==> config.mk <==
export PLATFORM = sky130hd
export DESIGN_NAME = cpu_top
export DESIGN_NICKNAME = d
export VERILOG_FILES = /design/src/rtl/cpu_pkg.sv /design/src/rtl/cpu_top_prescaler.sv /design/src/rtl/cpu_top.sv
export SDC_FILE = /design/constraint.sdc
export NUM_CORES = 1
export LEC_CHECK = 0
export ABC_AREA = 1
export CAP_MARGIN = 25
export CORE_MARGIN = 2
export CORE_UTILIZATION = 55
export DETAILED_ROUTE_END_ITERATION = 8
export PLACE_DENSITY = 0.72
export SYNTH_ARGS = -nofsm -noshare
export SYNTH_HDL_FRONTEND = slang
export SYNTH_SLANG_ARGS = --single-unit
==> constraint.sdc <==
create_clock -name pin_clock -period 2.4 [get_ports pin_clock]
set_input_delay 0.48 -clock pin_clock [delete_from_list [all_inputs] [get_ports pin_clock]]
set_output_delay 0.48 -clock pin_clock [all_outputs]
set_load 0.01 [all_outputs]
==> src/rtl/cpu_pkg.sv <==
// Shared widths, opcodes and the fixed program ROM for the TD4-style demo CPU.
package cpu_pkg;

  localparam int DATA_W    = 4;
  localparam int ADDR_W    = 4;
  localparam int ROM_DEPTH = 1 << ADDR_W;

  typedef logic [DATA_W-1:0] data_t;
  typedef logic [ADDR_W-1:0] addr_t;

  typedef struct packed {
    logic [3:0] op;
    data_t      im;
  } instr_t;

  localparam logic [3:0] OP_ADD_A  = 4'b0000;
  localparam logic [3:0] OP_MOV_AB = 4'b0001;
  localparam logic [3:0] OP_IN_A   = 4'b0010;
  localparam logic [3:0] OP_MOV_A  = 4'b0011;
  localparam logic [3:0] OP_MOV_BA = 4'b0100;
  localparam logic [3:0] OP_ADD_B  = 4'b0101;
  localparam logic [3:0] OP_IN_B   = 4'b0110;
  localparam logic [3:0] OP_MOV_B  = 4'b0111;
  localparam logic [3:0] OP_OUT_B  = 4'b1001;
  localparam logic [3:0] OP_OUT_IM = 4'b1011;
  localparam logic [3:0] OP_JNC    = 4'b1110;
  localparam logic [3:0] OP_JMP    = 4'b1111;

  // Blink program: OUT 1, count A through a full wrap, OUT 0, count again, restart.
  localparam instr_t ROM [ROM_DEPTH] = '{
    8'hB1, 8'h01, 8'hE1, 8'hB0, 8'h01, 8'hE4, 8'hF0, 8'h00,
    8'h00, 8'h00, 8'h00, 8'h00, 8'h00, 8'h00, 8'h00, 8'h00
  };

endpackage

==> src/rtl/cpu_top_prescaler.sv <==
// Divides the board clock into a one-cycle-wide step enable every RATIO cycles.
module prescaler #(
  parameter int RATIO = 12_000_000
) (
  input  logic clock,
  input  logic reset,
  output logic slow_clock
);

  localparam logic [31:0] LAST = 32'(RATIO - 1);

  logic [31:0] counter;

  assign slow_clock = (counter == LAST);

  always_ff @(posedge clock) begin
    if (reset) begin
      counter <= '0;
    end else if (slow_clock) begin
      counter <= '0;
    end else begin
      counter <= counter + 32'd1;
    end
  end

endmodule

==> src/rtl/cpu_top.sv <==
// Board top of a 4-bit TD4-style CPU: one instruction per prescaler step,
// program in a fixed ROM, LED driven from output-port bit 0.
module cpu_top
  import cpu_pkg::*;
#(
  parameter int RATIO = 12_000_000
) (
  input  logic pin_clock,
  input  logic pin_reset,
  output logic pin_led
);

  logic  slow_clock;
  data_t reg_a;
  data_t reg_b;
  addr_t pc;
  data_t out_port;
  logic  carry;

  instr_t          instr;
  data_t           a_next;
  data_t           b_next;
  addr_t           pc_next;
  data_t           out_next;
  logic            carry_next;
  logic [DATA_W:0] sum_a;
  logic [DATA_W:0] sum_b;
  logic            unused_out;

  prescaler #(
    .RATIO(RATIO)
  ) prescaler (
    .clock     (pin_clock),
    .reset     (pin_reset),
    .slow_clock(slow_clock)
  );

  assign instr = ROM[pc];
  assign sum_a = {1'b0, reg_a} + {1'b0, instr.im};
  assign sum_b = {1'b0, reg_b} + {1'b0, instr.im};

  // Carry is rewritten every step; only the two ADDs can leave it set.
  always_comb begin
    a_next     = reg_a;
    b_next     = reg_b;
    out_next   = out_port;
    pc_next    = pc + addr_t'(1);
    carry_next = 1'b0;
    case (instr.op)
      OP_ADD_A: begin
        a_next     = sum_a[DATA_W-1:0];
        carry_next = sum_a[DATA_W];
      end
      OP_MOV_AB: a_next = reg_b;
      OP_IN_A:   a_next = '0;
      OP_MOV_A:  a_next = instr.im;
      OP_MOV_BA: b_next = reg_a;
      OP_ADD_B: begin
        b_next     = sum_b[DATA_W-1:0];
        carry_next = sum_b[DATA_W];
      end
      OP_IN_B:   b_next = '0;
      OP_MOV_B:  b_next = instr.im;
      OP_OUT_B:  out_next = reg_b;
      OP_OUT_IM: out_next = instr.im;
      OP_JNC: begin
        if (!carry) pc_next = instr.im;
      end
      OP_JMP:    pc_next = instr.im;
      default: ;
    endcase
  end

  always_ff @(posedge pin_clock) begin
    if (pin_reset) begin
      reg_a    <= '0;
      reg_b    <= '0;
      pc       <= '0;
      carry    <= 1'b0;
      out_port <= '0;
    end else if (slow_clock) begin
      reg_a    <= a_next;
      reg_b    <= b_next;
      pc       <= pc_next;
      carry    <= carry_next;
      out_port <= out_next;
    end
  end

  assign pin_led = out_port[0];

  // Upper output bits have no pin on this board.
  assign unused_out = ^out_port[DATA_W-1:1];

endmodule

==> reports/summary.md, run 1 <==
The run gives 3089 um^2 as the post-synthesis instance area. The logs give 2,783 for the via count of the first global-routing pass and 0 for the count of unresolved DRC violations after routing. The total length of routed wires is 7373 um. From bottom edge to top edge, the die measures 78.95 um.

The clock transition at the registers of the reported paths was 90 ps. The tools report the latest clock arrival within the worst-skew pair as 310 ps. The initial antenna violation count was 0.

Dividing total power by cell area gives a power density of 419.6 nW/um^2. The H-tree depth is 2, and the peak clock frequency supported by timing is 521.0 MHz. The first global-routing pass estimated 12,440 um of wire.

The maximum fanout encountered on the critical timing path was 5; the final number of max-transition violations was 0. Sorting the synthesized cells by area gives the leading types as dfxtp_1 (30%), nand2_1 (19%), nor2_1 (9.7%). The finished layout holds 582 standard cells, fillers aside. Summing all non-filler instances in the final layout gives an area of 3318 um^2.

Summed over all cells, the static leakage comes to 1.338 nW. The cts-stage hold buffer count is 0. The average instance area after synthesis was 6.166 um^2; the residual antenna-violating net count after detailed routing was 0. From left edge to right edge, the die measures 78.95 um. Input and output buffers added on the ports amount to 2.

During synthesis, Yosys emitted a total of 0 warnings. The worst setup path is launched from a register. The library cell used most frequently in the layout, excluding fill and tap cells, is nand2_1.

The die covers 6232 um^2. After filler insertion, the fill cell instance count of the layout stands at 556. Clock tree synthesis inserted a total of 5 buffers. Root buffer cell: clkbuf_8. The worst register-to-register path has a depth of 12. For this run the aggregate overflow at the end of global routing stands at 0. After the last flow step, the layout net total stands at 521.

The critical path endpoint category was a register. Setup repair after global routing left no endpoint under its margin. The path class of the tightest hold or removal check is register to register.

The initial utilization of the core area, before any placement, comes to 56.45%. In the routed layout, each cell is associated on average with a via count of 5.313. The tools report the post-synthesis sequential area ratio as 29.81%. The tool flagged a number of max-cap violations equal to 0. The run gives 16 as the pin count of the biggest net entering global routing.

The run gives 5473 um^2 as the total core area. The floorplan has 27 rows. Headroom to the max-slew limit came out at 76.08%. The first detailed-routing pass ran for 5 iterations. In this run, the number of DRC markers left after iteration 0 of detailed routing was 162.

The synthesized design contains 46 register bits. The congestion estimate from routability-driven global placement came to 0.9849. The run gives 2 as the maximum clock insertion buffer count. In the synthesized netlist, the number of instances is 501. The path type of the worst setup path is register to register. Summing over every cut layer, the via total after detailed routing is 3,092. STA puts the critical path data arrival time at 2120 ps.

Final-report hold violation count: 0. Leaving out fill and tap cells, the most frequent cells in the layout are nand2_1 (157), nor2_1 (80), inv_1 (50). The area growth from synthesis to layout is 7.412%. The tools report the aggregate negative setup slack as 0 ps.

The routed design could run at a clock period as short as 1919 ps. The flow ran to the end, and the final reports show no timing, DRC or antenna violations. The setup clock skew after layout is 10.09 ps. Summed over all nets, the half-perimeter wirelength after detailed placement is 5834 um. The wire length per cell after detailed routing is 12.67 um, and the placed instance area is 3204 um^2. In the final layout, the share of cells above drive strength 1 is 10.20%. Summed over its instances, the top area cell type makes up 29.81% of the synthesized netlist area. Global routing used 25.26% of the available tracks.

The tools report the number of nets in the synthesized netlist as 513. TritonCTS built the clock tree. The leading area contributor after synthesis is dfxtp_1. The number of top-level design ports came out at 3. The worst hold path stage count was 1; the number of buffers inserted to repair setup after CTS was 0. Summing all multi-input logic gate instances after layout gives 1902 um^2. Setup violations remaining at the end of the flow were counted as 0. Once layout is complete, the utilization of the core stands at 60.63%. In this run, distinct cell masters in the synthesized netlist total 27. The clock drives 46 sinks. The critical path required time was 2600 ps; the number of cells after detailed placement was 574.

The count of instances resized after the clock tree is built came out at 0. VDD sags by at most 0.0003191 V. The final antenna diode count is 0, and the share of the cycle needed by the critical path after routing is 79.97%. For the pin with the worst max-slew slack, the measured transition is 356.0 ps.

The run gives 920.9 um^2 as the flip-flop and latch area.
==> state kept, by name, indices dropped and copies added, names as in the netlist <==
name,count
prescaler.counter,32
out_port,1
reg_b,4
reg_a,4
pc,4
carry,1
==> metal layers <==
layer / global-route usage [%] / up-vias / wire [um]
li1: - / 1591 / -
met1: 30.24 / 1383 / 3224
met5: 0 / - / 0
met4: 10.17 / 0 / 194
met3: 5.000 / 20 / 342
met2: 44.36 / 98 / 3610
==> stage by stage <==
| stage | power (mW) | setup slack [ps] | hold WS, ps |
|---|---|---|---|
| 2_1_floorplan | 0.8053 | 714.0 | 412.6 |
| 3_3_place_gp | 0.8166 | 521.0 | 424.7 |
| 3_5_place_dp | 0.8169 | 500.4 | 435.2 |
| 4_1_cts | 1.403 | 477.1 | 447.5 |
| 5_1_grt | 1.442 | 300.8 | 474.6 |
| 6_report | 1.392 | 480.7 | 439.7 |
==> kinds of logic (layout without fill, tap and decap cells) <==
kind of cell,Yosys count,after routing,synth area share (%)
AOI/OAI and AO/OA,39,39,6.318
adders and majority gates,10,10,4.050
xor gates and xnor gates,10,10,2.835
DFF,46,46,29.81
buffers and inverters,67,76,8.627
and+or+nand+nor,329,329,48.36
==> worst max-delay path, cell delays in order, from the launching register on <==
cell and delay [ps]:
dfxtp_1 410, inv_1 110, ha_1 340, inv_1 90
nand2_1 100, nand2_1 100, inv_1 40, o21ai_1 180
nand2_1 170, nand2_1 100, nand2_1 50, nand2_1 60
a21oi_1 50
==> worst paths after layout <==
check	start	end	slack (ps)
worst max register to register	pc[0]$_SDFFE_PP0P_	reg_a[0]$_SDFFE_PP0P_	480
worst min-delay path	prescaler.counter[0]$_SDFF_PP0_	prescaler.counter[0]$_SDFF_PP0_	440
worst max-delay path	pc[0]$_SDFFE_PP0P_	reg_a[0]$_SDFFE_PP0P_	480
worst min register to register	prescaler.counter[0]$_SDFF_PP0_	prescaler.counter[0]$_SDFF_PP0_	440
==> synthesized netlist by cell type, drive strengths merged <==
| library cell | instances |
|---|---|
| nand2 | 170 |
| nor2 | 94 |
| inv | 59 |
| dfxtp | 46 |
| nand3 | 38 |
| a21oi | 29 |
| nand4 | 11 |
| nor3 | 11 |
| ha | 10 |
| o21ai | 10 |
| xor2 | 8 |
| buf | 4 |
| clkinv | 4 |
| nand3b | 2 |
| nor3b | 2 |
| xnor2 | 2 |
| and3 | 1 |
==> power breakdown <==
| part | leakage (nW) | switching [mW] | internal (mW) |
|---|---|---|---|
| combinational | 0.917 | 0.0183 | 0.0113 |
| sequential | 0.371 | 0.00231 | 0.767 |
| clock | 0.0504 | 0.284 | 0.310 |
==> layout make-up <==
| type | instances | area share [%] |
|---|---|---|
| Tap cell | 72 | 2.715 |
| Clock buffer | 5 | 2.074 |
| Inverter | 63 | 7.127 |
| Multi-Input combinational cell | 388 | 57.32 |
| Sequential cell | 46 | 27.75 |
| Clock inverter | 3 | 1.357 |
| Timing Repair Buffer | 5 | 1.659 |
(Power assumes the default switching activity.)
==> run 2: changes to the inputs <==
--- a/config.mk
+++ b/config.mk
@@ -10,7 +10,7 @@
 export CORE_MARGIN = 2
 export CORE_UTILIZATION = 55
 export DETAILED_ROUTE_END_ITERATION = 8
-export PLACE_DENSITY = 0.72
+export PLACE_DENSITY = 0.75
 export SYNTH_ARGS = -nofsm -noshare
 export SYNTH_HDL_FRONTEND = slang
 export SYNTH_SLANG_ARGS = --single-unit
==> constraint.sdc (replaced) <==
create_clock -name pin_clock -period 1.6 [get_ports pin_clock]
set_input_delay 0.32 -clock pin_clock [delete_from_list [all_inputs] [get_ports pin_clock]]
set_output_delay 0.32 -clock pin_clock [all_outputs]
set_load 0.01 [all_outputs]
==> run 2 against run 1 <==
Net effect:
- the flow now finishes with violations (negative setup slack)
- fmax up 14%
- critical path depth unchanged
- sequential share of layout area down 2.5 points
- sequential cell count unchanged
- cell count up 3.6%
- combinational power rose to 2.8 times the previous value
- worst hold slack better by 45 ps
- highest routed layer unchanged
- die area unchanged
- register-to-register slack worse by 560 ps
- count of clock-buffer cells in the layout unchanged
- global-route usage up 2.0 points
- via count up 3.7%
- critical path type unchanged
==> reports/summary.md, run 2 (synthesis results as in run 1) <==
The flow ran to the end, but the final reports show violations. The final reports fail on negative setup slack. For the worst slack on hold paths, the log shows 484.2 ps. IR analysis of the VDD net gives a maximum drop of 0.0005355 V. The kind of start point of the critical path is a register.

The total non-filler cell area in the finished layout was 3726 um^2; the maximum clock insertion buffer count was 2. The logs give 1880 ps for the worst endpoint data arrival time and 3 for the number of top-level design ports. Count of unresolved DRC violations after routing: 0.

The detail route stage leaves a number of antenna-violating nets equal to 0. The run gives -478.9 ps as the aggregate negative setup slack. Worst min-delay path startpoint: out_port[0]$_SDFFE_PP0P_.

Setup violations remaining at the end of the flow were counted as 9. The startpoint identified for the worst register-to-register timing path is pc[0]$_SDFFE_PP0P_. The wire-length estimate of the detail-placed layout is 5712 um. The wire length per cell after detailed routing was 13.18 um.

The tools report the critical path endpoint category as a register. The TritonCTS sink count came out at 46. The worst hold path belongs to the class register to register. The die covers 6232 um^2. The via count of the first global-routing pass is 2,946. Maximum fanout encountered on the critical timing path: 4. Commonest non-fill, non-tap cell in the layout: nand2_1.

The most frequent cell on the critical path was ha_4. For the leftover overflow at the end of global routing, the log shows 0. For the setup clock skew after layout, the log shows 13.08 ps. The run gives 594.4 MHz as the peak clock frequency supported by timing. Latest clock arrival within the worst-skew pair: 310 ps. Worst flop-to-flop path endpoint: carry$_SDFFE_PP0P_. The total leakage power is 1.500 nW, and the worst hold path stage count is 2. The signal on the critical path passes through inv_2, ha_4, a21oi_4, nor2_4, ha_4, ha_4, inv_2, nand2_1, nand3_1, nand2_1, nor2_2, nor2_1. The initial antenna violation count came out at 0. The minimum clock period after layout was 1682 ps.

Measured on the finished design, the core utilization comes to 68.08%. Worst reg-to-reg path cell count: 12. Setup repair after global routing could not meet its margin everywhere.

Timing analysis after detailed placement gives a worst setup slack of -169.3 ps. The overall via count from detail_route is 3,205, and the peak per-stage delay on the critical path is 380 ps. Counting tap cells, the placed design contains a total of 589 instances. Entering global routing, the biggest net connects 18 pins. The synthesis-to-finish area growth works out to 20.62%.

The total length of routed wires is 7950 um, and the final-report hold violation count is 0. Headroom to the max-slew limit came out at 80.48%. The number of clock buffers added by TritonCTS is 5. The net total in the final layout is 542, and the number of buffer and inverter instances along the worst setup path is 2. Routability-driven placement finished with a final weighted congestion of 0.9319.

Global routing consumed, over all layers together, 27.23% of the routing resources. Tracing the worst setup path back leads to its startpoint at pc[0]$_SDFFE_PP0P_. Routed via count divided by cell count: 5.315. Once the floorplan was initialized, standard cells occupied 56.45% of the core. The final number of max-transition violations is 0, and the overall power after layout is 2.037 mW. For the worst setup path, the data required time is 1800 ps. Ranked by flip-flop count, first place goes to prescaler.counter. The post-route netlist has 22.41% of its cells at a drive strength greater than 1. In this run, post-CTS hold repair placed 0 buffers.

The first global-routing pass estimated 13,390 um of wire. Number of standard-cell rows in the floorplan: 27. The number of antenna diodes in the final layout is 0. The register with the most flip-flops in the layout has 32 of them. The tree is rooted in a clkbuf_8.

The total of buffers placed on input and output ports works out to 2. On the critical path, the stage with the largest delay is an instance of dfxtp_4. The top cell types in the final layout, fill and taps aside, are nand2_1 (149), nor2_1 (70), inv_1 (44). After clock tree synthesis, the clock-pin slew on the worst setup and hold paths is 100 ps. After floorplanning, the core was sized to cover 5473 um^2. The actual slew at the worst max-slew pin is 290.6 ps, and the total power divided by cell area is 546.7 nW/um^2.

TritonCTS built the clock tree. The detailed router's first-iteration violation count was 219; the placed instance area was 3333 um^2. Dividing the final minimum period by the clock period gives 105.1%. The path type of the worst setup path was register to register. The vertical die dimension works out to 78.95 um. The worst path setup slack after routing is -82.39 ps, and the first-pass detailed-route iteration total is 5. The filler cells instantiated in the layout total 474. Max-cap violations in this run came to 0. The kind of cell with the highest combined delay along the critical path is adder cells.

In this run the number of H-tree levels came out at 2. The number of standard cells in the layout, taps in and fillers out was 603. The die is 78.95 um wide.

The path with the worst hold slack has its endpoint at out_port[0]$_SDFFE_PP0P_. For flop-to-flop paths, the worst setup slack is -80 ps.
==> run 2: power breakdown <==
part	switching (mW)	total (mW)	internal [mW]
Sequential	0.00618	1.15	1.15
Clock	0.476	0.802	0.326
Combinational	0.0370	0.0815	0.0445
==> run 2: final cells by class <==
class                      instances  area (um^2)  share of cell area (%)
sequential                        46        939.7                   25.22
inverter                          63        236.5                   6.347
timing repair buffer              26        274.0                   7.354
tap                               72        90.09                   2.418
multi-input combinational        388         2091                   56.11
clock buffer                       5        68.82                   1.847
clock inverter                     3        26.28                  0.7052
==> run 2: worst register-to-register path: cells and delay by family, from the launching register on <==
| family | cells | cell delay [ps] |
|---|---|---|
| fa+ha+maj | 3 | 500 |
| simple gates | 6 | 420 |
| flops | 1 | 380 |
| compound gates | 1 | 170 |
| buf+inv | 2 | 120 |
==> run 2: how the worst max path moves through the flow <==
stage                                  to  depth (start not counted)
floorplan              carry$_SDFFE_PP0P_                         12
global placement    reg_a[2]$_SDFFE_PP0P_                         11
detailed placement  reg_a[2]$_SDFFE_PP0P_                         11
CTS                 reg_a[3]$_SDFFE_PP0P_                         12
global route        reg_b[3]$_SDFFE_PP0P_                         12
finish                 carry$_SDFFE_PP0P_                         12
==> run 2: routing by layer <==
metal / vias up / wire (um) / global-route usage, %
met1: 1445 / 3792 / 38.71
met5: - / 0 / 0
met2: 119 / 3486 / 42.31
li1: 1627 / - / -
met4: 0 / 129 / 8.621
met3: 14 / 541 / 4.432
==> run 2: what timing repair did <==
item                                    in CTS  in global routing
pin swaps                                   25                  8
gates resized for setup                     36                 19
endpoints found under the setup margin      14                 42
cloned                                       2                  0
setup buffers                                2                  2
==> run 3: changes to the inputs <==
--- a/config.mk
+++ b/config.mk
@@ -8,9 +8,9 @@
 export ABC_AREA = 1
 export CAP_MARGIN = 25
 export CORE_MARGIN = 2
-export CORE_UTILIZATION = 55
+export CORE_UTILIZATION = 35
 export DETAILED_ROUTE_END_ITERATION = 8
-export PLACE_DENSITY = 0.75
+export PLACE_DENSITY = 0.52
 export SYNTH_ARGS = -nofsm -noshare
 export SYNTH_HDL_FRONTEND = slang
 export SYNTH_SLANG_ARGS = --single-unit
==> run 3 against run 2 <==
Net effect:
- clock skew grew 1.8 ps
- the run still ends with negative setup slack left
- critical path type unchanged
- critical endpoint is now reg_a[2]$_SDFFE_PP0P_
- non-clock buffer count grew 28
- sequential cell count is the same
- largest power group unchanged
- fmax shrank 1.6%
==> reports/summary.md, run 3 (synthesis results as in run 1) <==
After detailed routing, the total wire length is 8791 um. The first global-routing pass estimated 14,210 um of wire. The first TritonRoute pass finished after 5 iterations. The floorplan has 34 rows.

Path type of the worst setup path: register to register. The maximum clock insertion buffer count was 2. Setup repair after global routing could not meet its margin everywhere. Registers take 935.9 um^2. The worst path needs 1709 ps of the cycle, external delays included. Fraction of met3 tracks used by global routing: 3.436%. For this configuration, the core starts out at a cell density of 35.77%.

Leaving out fill and tap cells, the most frequent cell in the layout is nand2_1. Final hold analysis gives a worst-case slack of 475.0 ps. Area of combinational cells with multiple inputs: 2232 um^2.

The initial antenna violation count is 0. In this run the power density over the cells is 547.2 nW/um^2. The die is 97.95 um wide. Weighted congestion reported at the end of routability-driven placement: 0.9429.

Summed over all nets, the half-perimeter wirelength after detailed placement is 6425 um. The worst endpoint data arrival time was 1900 ps; the leftover overflow at the end of global routing was 0. For this design, the sink count on the clock tree is 46. The tools report the number of max-cap violations as 0.

At the end of the flow the core is filled with cells to 48.52%. CTS built an H-tree with a depth of 2. In this run the static leakage power is 1.701 nW.

Cells with a size suffix above 1 make up 29.34% of the layout. The wire length per cell after detailed routing is 13.18 um, and the detailed router's first-iteration violation count is 137. In the layout the commonest cells are nand2_1 (145), nor2_1 (67), inv_1 (43).

Based on the critical path, the design can be clocked at up to 585.2 MHz. The vertical die dimension was 97.95 um. After clock tree synthesis, the clock-pin slew on the worst setup and hold paths is 100 ps. Global routing consumed, on the met1 layer, 23.49% of the routing resources. The final number of max-transition violations was 0. The worst setup path is launched from a register.

The filler cell count in the final layout was 879; the latest clock arrival within the worst-skew pair was 300 ps. The region available for standard cell placement spans 8636 um^2. Synthesis-to-finish area growth: 35.64%. For the aggregate negative setup slack, the log shows -603.8 ps. The via count of the first global-routing pass was 3,054; the maximum fanout encountered on the critical timing path was 3. Of the available clock period, the critical path in the final layout requires 106.8%. The number of top-level design ports is 3.

The logs give -109.0 ps for the worst path setup slack after routing and 5 for the number of CTS-inserted buffers. The register with the most flip-flops in the layout has 32 of them. In this run the remaining antenna-violating nets after routing total 0. Entering global routing, the biggest net connects 17 pins. The count of unresolved DRC violations after routing is 0. The final reports fail on negative setup slack.

The tree is rooted in a clkbuf_8. The run gives 0 as the final antenna diode count. Number of cells after detailed placement: 638.

The flow ran to the end, but the final reports show violations. TritonCTS built the clock tree. The logs give 3,261 for the overall via count from detail_route and 9 for the setup-violating endpoint count in the final report. For the floorplan die area, the log shows 9594 um^2. The count of cells in the finished layout, fillers not included, comes to 667. prescaler.counter holds more flip-flops than any other register.

The final-report hold violation count was 0. The net total in the final layout came out at 570. In the global route stage, overall resource usage came out at 17.99%. Global routing consumed, on the met2 layer, 29.87% of the routing resources.

The path class of the lowest-slack min-delay path is register to register. The worst-case IR drop observed on VDD is 0.0005711 V. Data on the critical path is required at its endpoint by 1790 ps. For the setup clock skew after layout, the log shows 14.90 ps. After detailed routing, the number of vias per cell comes to 4.889.

The layer flagged by global routing as most heavily used is met2. Headroom to the max-slew limit came out at 78.77%. Overall power consumption after layout is estimated at 2.293 mW. At the pin with the least slew margin, the transition time is 316.1 ps. Port buffering added 2 buffers. The critical path endpoint category is a register.
[run 3: worst max-delay path, stage by stage (launching register included)]
cell	delay, ps
dfxtp_4	380
ha_4	170
nor2_4	110
a21oi_4	50
nor2_4	210
ha_4	190
ha_4	140
nand3_1	80
nand3_1	90
nand2_1	50
nor2_1	90
nor2_1	50
[run 3: per-stage QoR]
step	setup slack (ps)	cell area, um^2
after floorplan	-4.899	3105
after global placement	-141.7	3488
after detailed placement	-204.8	3488
after CTS	-53.32	3810
after global routing	-202.2	4190
final	-109.0	4190
[run 3: what timing repair did]
| item | 4_1_cts | 5_1_grt |
|---|---|---|
| hold buffers | 0 | 0 |
| cloned | 0 | 2 |
| setup buffers | 5 | 14 |
| pin swaps | 23 | 23 |
| setup endpoints to repair | 39 | 46 |
| resized for setup | 32 | 60 |
[run 3: final cells by class]
class / count / share of cell area (%)
clock buffers: 5 / 1.642
clock inverters: 3 / 1.642
inverters: 63 / 5.823
multi-input cells: 388 / 53.27
flip-flops and latches: 46 / 22.34
well taps: 108 / 3.225
repair buffers: 54 / 12.06
[run 3: final timing paths]
check                           startpoint                        to  slack (ps)  cells after the start
hold reg to reg   out_port[0]$_SDFFE_PP0P_  out_port[0]$_SDFFE_PP0P_         480                      2
setup reg to reg        pc[0]$_SDFFE_PP0P_     reg_a[2]$_SDFFE_PP0P_        -110                     11
setup / recovery        pc[0]$_SDFFE_PP0P_     reg_a[2]$_SDFFE_PP0P_        -110                     11
hold / removal    out_port[0]$_SDFFE_PP0P_  out_port[0]$_SDFFE_PP0P_         480                      2
[run 3: routing by layer]
metal / part of all wire (%) / wire length [um]
met3: 3.7 / 322
met5: 0 / 0
met2: 46 / 4081
met4: 2.5 / 221
met1: 47 / 4165
[run 3: power breakdown]
part	switching (mW)	internal, mW
combinational	0.0454	0.0431
clock	0.424	0.626
sequential	0.00618	1.15
total	0.476	1.82
